==> src/rtl/router_port_fifo.sv <==
// Per-channel output FIFO behind the router core: first-word fall-through reads,
// almost-full back-pressure, sticky overflow and a stall-timeout flush.
module router_port_fifo #(
  parameter int DEPTH   = 16,
  parameter int ADDR_W  = 4,
  parameter int TIMEOUT = 30
) (
  input  logic              clock,
  input  logic              reset,
  input  logic [7:0]        din,
  input  logic              din_valid,
  output logic [7:0]        dout,
  output logic              vld_out,
  input  logic              read_enb,
  output logic              suspend,
  output logic [ADDR_W:0]   count,
  output logic              overflow,
  output logic              timeout_flush
);

  localparam int STALL_W = (TIMEOUT > 2) ? $clog2(TIMEOUT) : 1;
  localparam logic [ADDR_W:0]    FULL_CNT  = (ADDR_W+1)'(DEPTH);
  localparam logic [ADDR_W:0]    SUSP_CNT  = (ADDR_W+1)'(DEPTH - 2);
  localparam logic [STALL_W-1:0] STALL_MAX = STALL_W'(TIMEOUT - 1);

  logic [7:0]          mem [DEPTH];
  logic [ADDR_W-1:0]   rd_ptr_q, rd_ptr_d;
  logic [ADDR_W-1:0]   wr_ptr_q, wr_ptr_d;
  logic [ADDR_W:0]     count_q, count_d;
  logic [STALL_W-1:0]  stall_q, stall_d;
  logic                overflow_q, overflow_d;
  logic                flush_q, flush_d;

  logic pop, push, drop, stalled, flush;

  assign vld_out       = (count_q != '0);
  assign suspend       = (count_q >= SUSP_CNT);
  assign count         = count_q;
  assign overflow      = overflow_q;
  assign timeout_flush = flush_q;
  assign dout          = vld_out ? mem[rd_ptr_q] : 8'h00;

  always_comb begin
    pop     = read_enb && vld_out;
    stalled = vld_out && !read_enb;
    flush   = stalled && (stall_q == STALL_MAX);
    // A flush edge swallows any incoming byte without counting it as a drop.
    push    = din_valid && !flush && ((count_q != FULL_CNT) || pop);
    drop    = din_valid && !flush && (count_q == FULL_CNT) && !pop;

    rd_ptr_d   = rd_ptr_q;
    wr_ptr_d   = wr_ptr_q;
    count_d    = count_q;
    stall_d    = '0;
    overflow_d = overflow_q || drop;
    flush_d    = flush;

    if (flush) begin
      rd_ptr_d = '0;
      wr_ptr_d = '0;
      count_d  = '0;
    end else begin
      if (push) wr_ptr_d = wr_ptr_q + 1'b1;
      if (pop)  rd_ptr_d = rd_ptr_q + 1'b1;
      case ({push, pop})
        2'b10:   count_d = count_q + 1'b1;
        2'b01:   count_d = count_q - 1'b1;
        default: count_d = count_q;
      endcase
      if (stalled) stall_d = stall_q + 1'b1;
    end
  end

  always_ff @(posedge clock or posedge reset) begin
    if (reset) begin
      rd_ptr_q   <= '0;
      wr_ptr_q   <= '0;
      count_q    <= '0;
      stall_q    <= '0;
      overflow_q <= 1'b0;
      flush_q    <= 1'b0;
    end else begin
      rd_ptr_q   <= rd_ptr_d;
      wr_ptr_q   <= wr_ptr_d;
      count_q    <= count_d;
      stall_q    <= stall_d;
      overflow_q <= overflow_d;
      flush_q    <= flush_d;
    end
  end

  // Storage needs no reset: dout is gated by vld_out.
  always_ff @(posedge clock) begin
    if (push) mem[wr_ptr_q] <= din;
  end

endmodule

==> config.mk <==
export PLATFORM = sky130hd
export DESIGN_NAME = router_port_fifo
export DESIGN_NICKNAME = d
export VERILOG_FILES = /design/src/rtl/router_port_fifo.sv
export SDC_FILE = /design/constraint.sdc
export NUM_CORES = 1
export LEC_CHECK = 0
export CORE_AREA = 2 2 112 114
export DETAILED_ROUTE_END_ITERATION = 6
export DIE_AREA = 0 0 114 116
export PLACE_DENSITY = 0.71
export SKIP_CTS_REPAIR_TIMING = 1
export SKIP_LAST_GASP = 1
export SLEW_MARGIN = 10
export SYNTH_ARGS = -nofsm -noshare
export SYNTH_HDL_FRONTEND = slang
export SYNTH_SLANG_ARGS = --single-unit
==> constraint.sdc <==
create_clock -name clock -period 3 [get_ports clock]
set_clock_uncertainty 0.2 [all_clocks]
set_input_delay 0.45 -clock clock [delete_from_list [all_inputs] [get_ports clock]]
set_output_delay 0.45 -clock clock [all_outputs]
set_load 0.02 [all_outputs]
==> results list <==
- Antenna Diode Count: 0
- Aggregate routed wire length: 12900 um
- After routing, the total negative slack on setup checks comes to -34.6 ps.
* Count of vias placed by the detailed router: 3361
- Once placement completed, the tool counted placed cells totaling 536.
- Synthesized instance count: 346
- During synthesis, Yosys emitted a total of 0 warnings.
- Pin slew with the least headroom to its limit: 805 ps
* Antenna violations before repair: 0
* Max Buffers Root-to-Sink: 2
- In this run the tightest slew margin relative to its limit is 46.3%.
* Antenna Violating Nets Remaining: 0
- For this run, the top clock speed supported by timing is 330 MHz.
- Die Footprint: 0.0132 mm^2
- After detailed routing, the average wire length per cell comes to 22.6 um.
* Number of filler instances in the final layout: 819
* Share of post-route cells with drive strength above 1: 27.9%
* RSZ-0062 raised after global routing: yes
- Average size of a mapped cell: 18.1 um^2
* Post-layout nets: 434
- The worst hold path belongs to the class in -> async.
- Launching element type of the critical path: register
* Async set-reset flop share out of synthesis: 13.5%
- Compared with the post-synthesis result, the final layout area differs by 22.7%.
- Global route overflow: 0
* CP required: 2350 ps
- Clock sink total: 148
- Wire length of the first global-routing pass: 19500 um
- In this run the tool buffered the top-level ports with 28 buffer cells.
- Global routing used 20.7% of the available tracks across all layers.
- The most used flip-flop cell after synthesis is sky130_fd_sc_hd__edfxtp_1.
* Pin count of the biggest net entering global routing: 29
- Clock buffers created by TritonCTS: 17
* Data arrival time at the worst-slack endpoint: 2380 ps
* Worst r2r path cells: 9
- The number of different library cells used by synthesis comes to 50.
- Drt first-iter violations: 317
- During I/O placement, the number of pins put on the boundary was 29.
* Initial Util: 52.7%
- Final worst setup slack: -34.6 ps
- Count of endpoints failing setup in the final report: 1
* EDFF count, synth: 128
* Detailed Place HPWL: 7960 um
- The critical path in this run is classified as reg -> out.
- The final count of pins violating max slew is 0.
- The share of the Yosys chip area taken by registers is 69.2%.
- Number of global-route vias before repair: 3498
* Slack of the worst reg-to-reg path: 200 ps
- Final design utilization: 64.6%
* Failing checks: negative setup slack
- Clock slew at reported path FFs: 60 ps
* Reg-to-reg critical path startpoint: count[2]
- The die is 116 um tall.
- The floorplan step set the die width to 114 um.
* Floorplan row count: 40
- The core region is 0.0119 mm^2.
- For the worst-skew pair, the clock arrives at the later sink with an insertion delay of 420 ps.
- Worst r2r dst: count[4]
- The worst path in the final design needs a cycle of 3030 ps, including I/O delays and setup.
- The congestion estimate from routability-driven global placement came to 0.845.
- In the routed design, unresolved DRC markers number 0.
- Of all cell types, the one taking the most synthesized area is sky130_fd_sc_hd__edfxtp_1.
- Final cycle utilization of the critical path: 101%
- Along the worst path, the maximum fanout reaches 8.
- Power per Cell Area: 981 mW/mm^2
* Number of optimization iterations in the first detailed-route pass: 5
- The finished layout holds 570 standard cells, fillers aside.
- In this run the static leakage power is 2.84 nW.
- CTS tree: yes
- STA classifies the critical path endpoint as a primary output.
* Buffer type at the clock tree root: sky130_fd_sc_hd__clkbuf_16
- Seq cells post-synth: 148
- Number of maximum-capacitance violations: 0
* Run status: finished with violations
* Cell types occupying the most area after synthesis: sky130_fd_sc_hd__edfxtp_1, sky130_fd_sc_hd__mux4_2, sky130_fd_sc_hd__dfrtp_1
- Summed instance area of the synthesized netlist: 0.00627 mm^2
- Synth top area share: 61.3%
- Across the VDD grid, the largest voltage drop is 0.532 mV.
- Level count of the clock H-tree: 4
* Via/cell ratio: 5.90
- Synthesized net count: 370
- The number of endpoints with negative hold slack in the final report came to 0.
==> where the power goes <==
group	internal [W]	total (W)	switching, W	leakage (nW)
clock	0.00164	0.00244	0.000799	0.328
combinational	0.00116	0.00236	0.00120	1.11
sequential	0.00251	0.00275	0.000237	1.40
==> flip-flops by register name, summed over array words and instances, names as in the netlist <==
signal	flops
count	5
wr_ptr_q	4
mem	128
timeout_flush	1
stall_q	5
rd_ptr_q	4
overflow	1
==> metal layers <==
| metal | track usage (%) | part of all wire (%) | vias to the layer above |
|---|---|---|---|
| met2 | 34.5 | 52 | 86 |
| met3 | 6.43 | 5.7 | 15 |
| met4 | 6.42 | 1.3 | 0 |
| li1 | - | - | 1532 |
| met5 | 0 | 0 | - |
| met1 | 26.4 | 41 | 1728 |
==> cell usage in the layout (no fill, tap or decap), types with 2 or more instances in the layout <==
cell type,count
sky130_fd_sc_hd__clkdlybuf4s50_1,20
sky130_fd_sc_hd__dlymetal6s2s_1,8
sky130_fd_sc_hd__mux2i_1,18
sky130_fd_sc_hd__o31ai_1,2
sky130_fd_sc_hd__nor2b_1,2
sky130_fd_sc_hd__a311oi_1,2
sky130_fd_sc_hd__mux2_4,4
sky130_fd_sc_hd__nor4b_2,3
sky130_fd_sc_hd__nand2_1,9
sky130_fd_sc_hd__nor2_1,13
sky130_fd_sc_hd__mux2_2,2
sky130_fd_sc_hd__nor3_1,9
sky130_fd_sc_hd__o22ai_1,9
sky130_fd_sc_hd__buf_4,30
sky130_fd_sc_hd__inv_6,2
sky130_fd_sc_hd__clkbuf_1,2
sky130_fd_sc_hd__nor3b_1,3
sky130_fd_sc_hd__a21oi_1,7
sky130_fd_sc_hd__edfxtp_1,128
sky130_fd_sc_hd__nor4_2,2
sky130_fd_sc_hd__inv_1,9
sky130_fd_sc_hd__ha_1,11
sky130_fd_sc_hd__xor2_1,2
sky130_fd_sc_hd__dfrtp_1,19
sky130_fd_sc_hd__mux4_2,32
sky130_fd_sc_hd__clkinv_2,2
sky130_fd_sc_hd__nand3_1,11
sky130_fd_sc_hd__clkinvlp_4,2
sky130_fd_sc_hd__o21ai_0,3
sky130_fd_sc_hd__buf_12,3
sky130_fd_sc_hd__a21o_1,5
sky130_fd_sc_hd__bufinv_16,7
sky130_fd_sc_hd__xnor2_1,2
sky130_fd_sc_hd__clkbuf_16,18
==> area by class of cell <==
type / instances / area, um^2 / share of cell area (%)
Sequential cell: 148 / 4350 / 56.4
Inverter: 10 / 37.5 / 0.488
Clock inverter: 13 / 253 / 3.28
Timing Repair Buffer: 62 / 611 / 7.93
Tap cell: 147 / 184 / 2.39
Clock buffer: 19 / 433 / 5.62
Multi-Input combinational cell: 171 / 1840 / 23.8
==> per-stage QoR <==
step / cell area [um^2] / setup WS, ps / total power (W) / hold WS, ps
CTS: 7640 / -195 / 0.00757 / 302
global placement: 6950 / 92.7 / 0.00507 / 263
global route: 7700 / -93.6 / 0.00788 / 319
detailed placement: 6950 / 103 / 0.00511 / 283
finish: 7700 / -34.6 / 0.00755 / 289
floorplan: 6270 / 123 / 0.00423 / 214
==> cells in the mapped netlist, types with 2 or more instances <==
cell and number:
sky130_fd_sc_hd__mux2_2 2, sky130_fd_sc_hd__o31ai_1 2, sky130_fd_sc_hd__o22ai_1 9, sky130_fd_sc_hd__nor4b_2 2
sky130_fd_sc_hd__buf_1 2, sky130_fd_sc_hd__a21o_1 5, sky130_fd_sc_hd__nor2b_1 2, sky130_fd_sc_hd__xnor2_1 2
sky130_fd_sc_hd__nor2_1 14, sky130_fd_sc_hd__clkbuf_1 7, sky130_fd_sc_hd__xor2_1 2, sky130_fd_sc_hd__mux2i_1 18
sky130_fd_sc_hd__ha_1 11, sky130_fd_sc_hd__a311oi_1 2, sky130_fd_sc_hd__edfxtp_1 128, sky130_fd_sc_hd__inv_1 9
sky130_fd_sc_hd__a21oi_1 7, sky130_fd_sc_hd__nor3_1 9, sky130_fd_sc_hd__nand3_1 11, sky130_fd_sc_hd__buf_2 5
sky130_fd_sc_hd__dfrtp_1 20, sky130_fd_sc_hd__mux4_2 32, sky130_fd_sc_hd__nor3b_1 3, sky130_fd_sc_hd__o21ai_0 3
sky130_fd_sc_hd__mux2_4 4, sky130_fd_sc_hd__nor4_1 2, sky130_fd_sc_hd__nand2_1 10
==> kinds of logic after synthesis <==
kind of cell	Yosys count	synth area share, %
xor gates and xnor gates	4	0.559
muxes	56	15.7
DFF	148	69.2
adders and majority gates	12	2.51
and+or+nand+nor	61	5.54
buffers and inverters	27	1.91
AOI/OAI and AO/OA	38	4.55
==> critical path, stage by stage (launching register included) <==
cell	delay, ps
sky130_fd_sc_hd__dfrtp_2	450
sky130_fd_sc_hd__buf_4	160
sky130_fd_sc_hd__buf_4	190
sky130_fd_sc_hd__mux4_2	520
sky130_fd_sc_hd__mux2i_1	230
sky130_fd_sc_hd__o22ai_1	170
sky130_fd_sc_hd__dlymetal6s2s_1	240
==> worst max-delay path by stage <==
| stage | start | to | slack, ps | cells past startpoint |
|---|---|---|---|---|
| after floorplan | count[1] | count[4] | 120 | 9 |
| after global placement | read_enb | mem[7][3] | 90 | 7 |
| after detailed placement | read_enb | mem[7][2] | 100 | 7 |
| after CTS | rd_ptr_q[0] | dout[0] | -200 | 5 |
| after global routing | rd_ptr_q[0] | dout[0] | -90 | 6 |
| final | rd_ptr_q[0] | dout[0] | -30 | 6 |
Power figures use the tool's default switching activity.
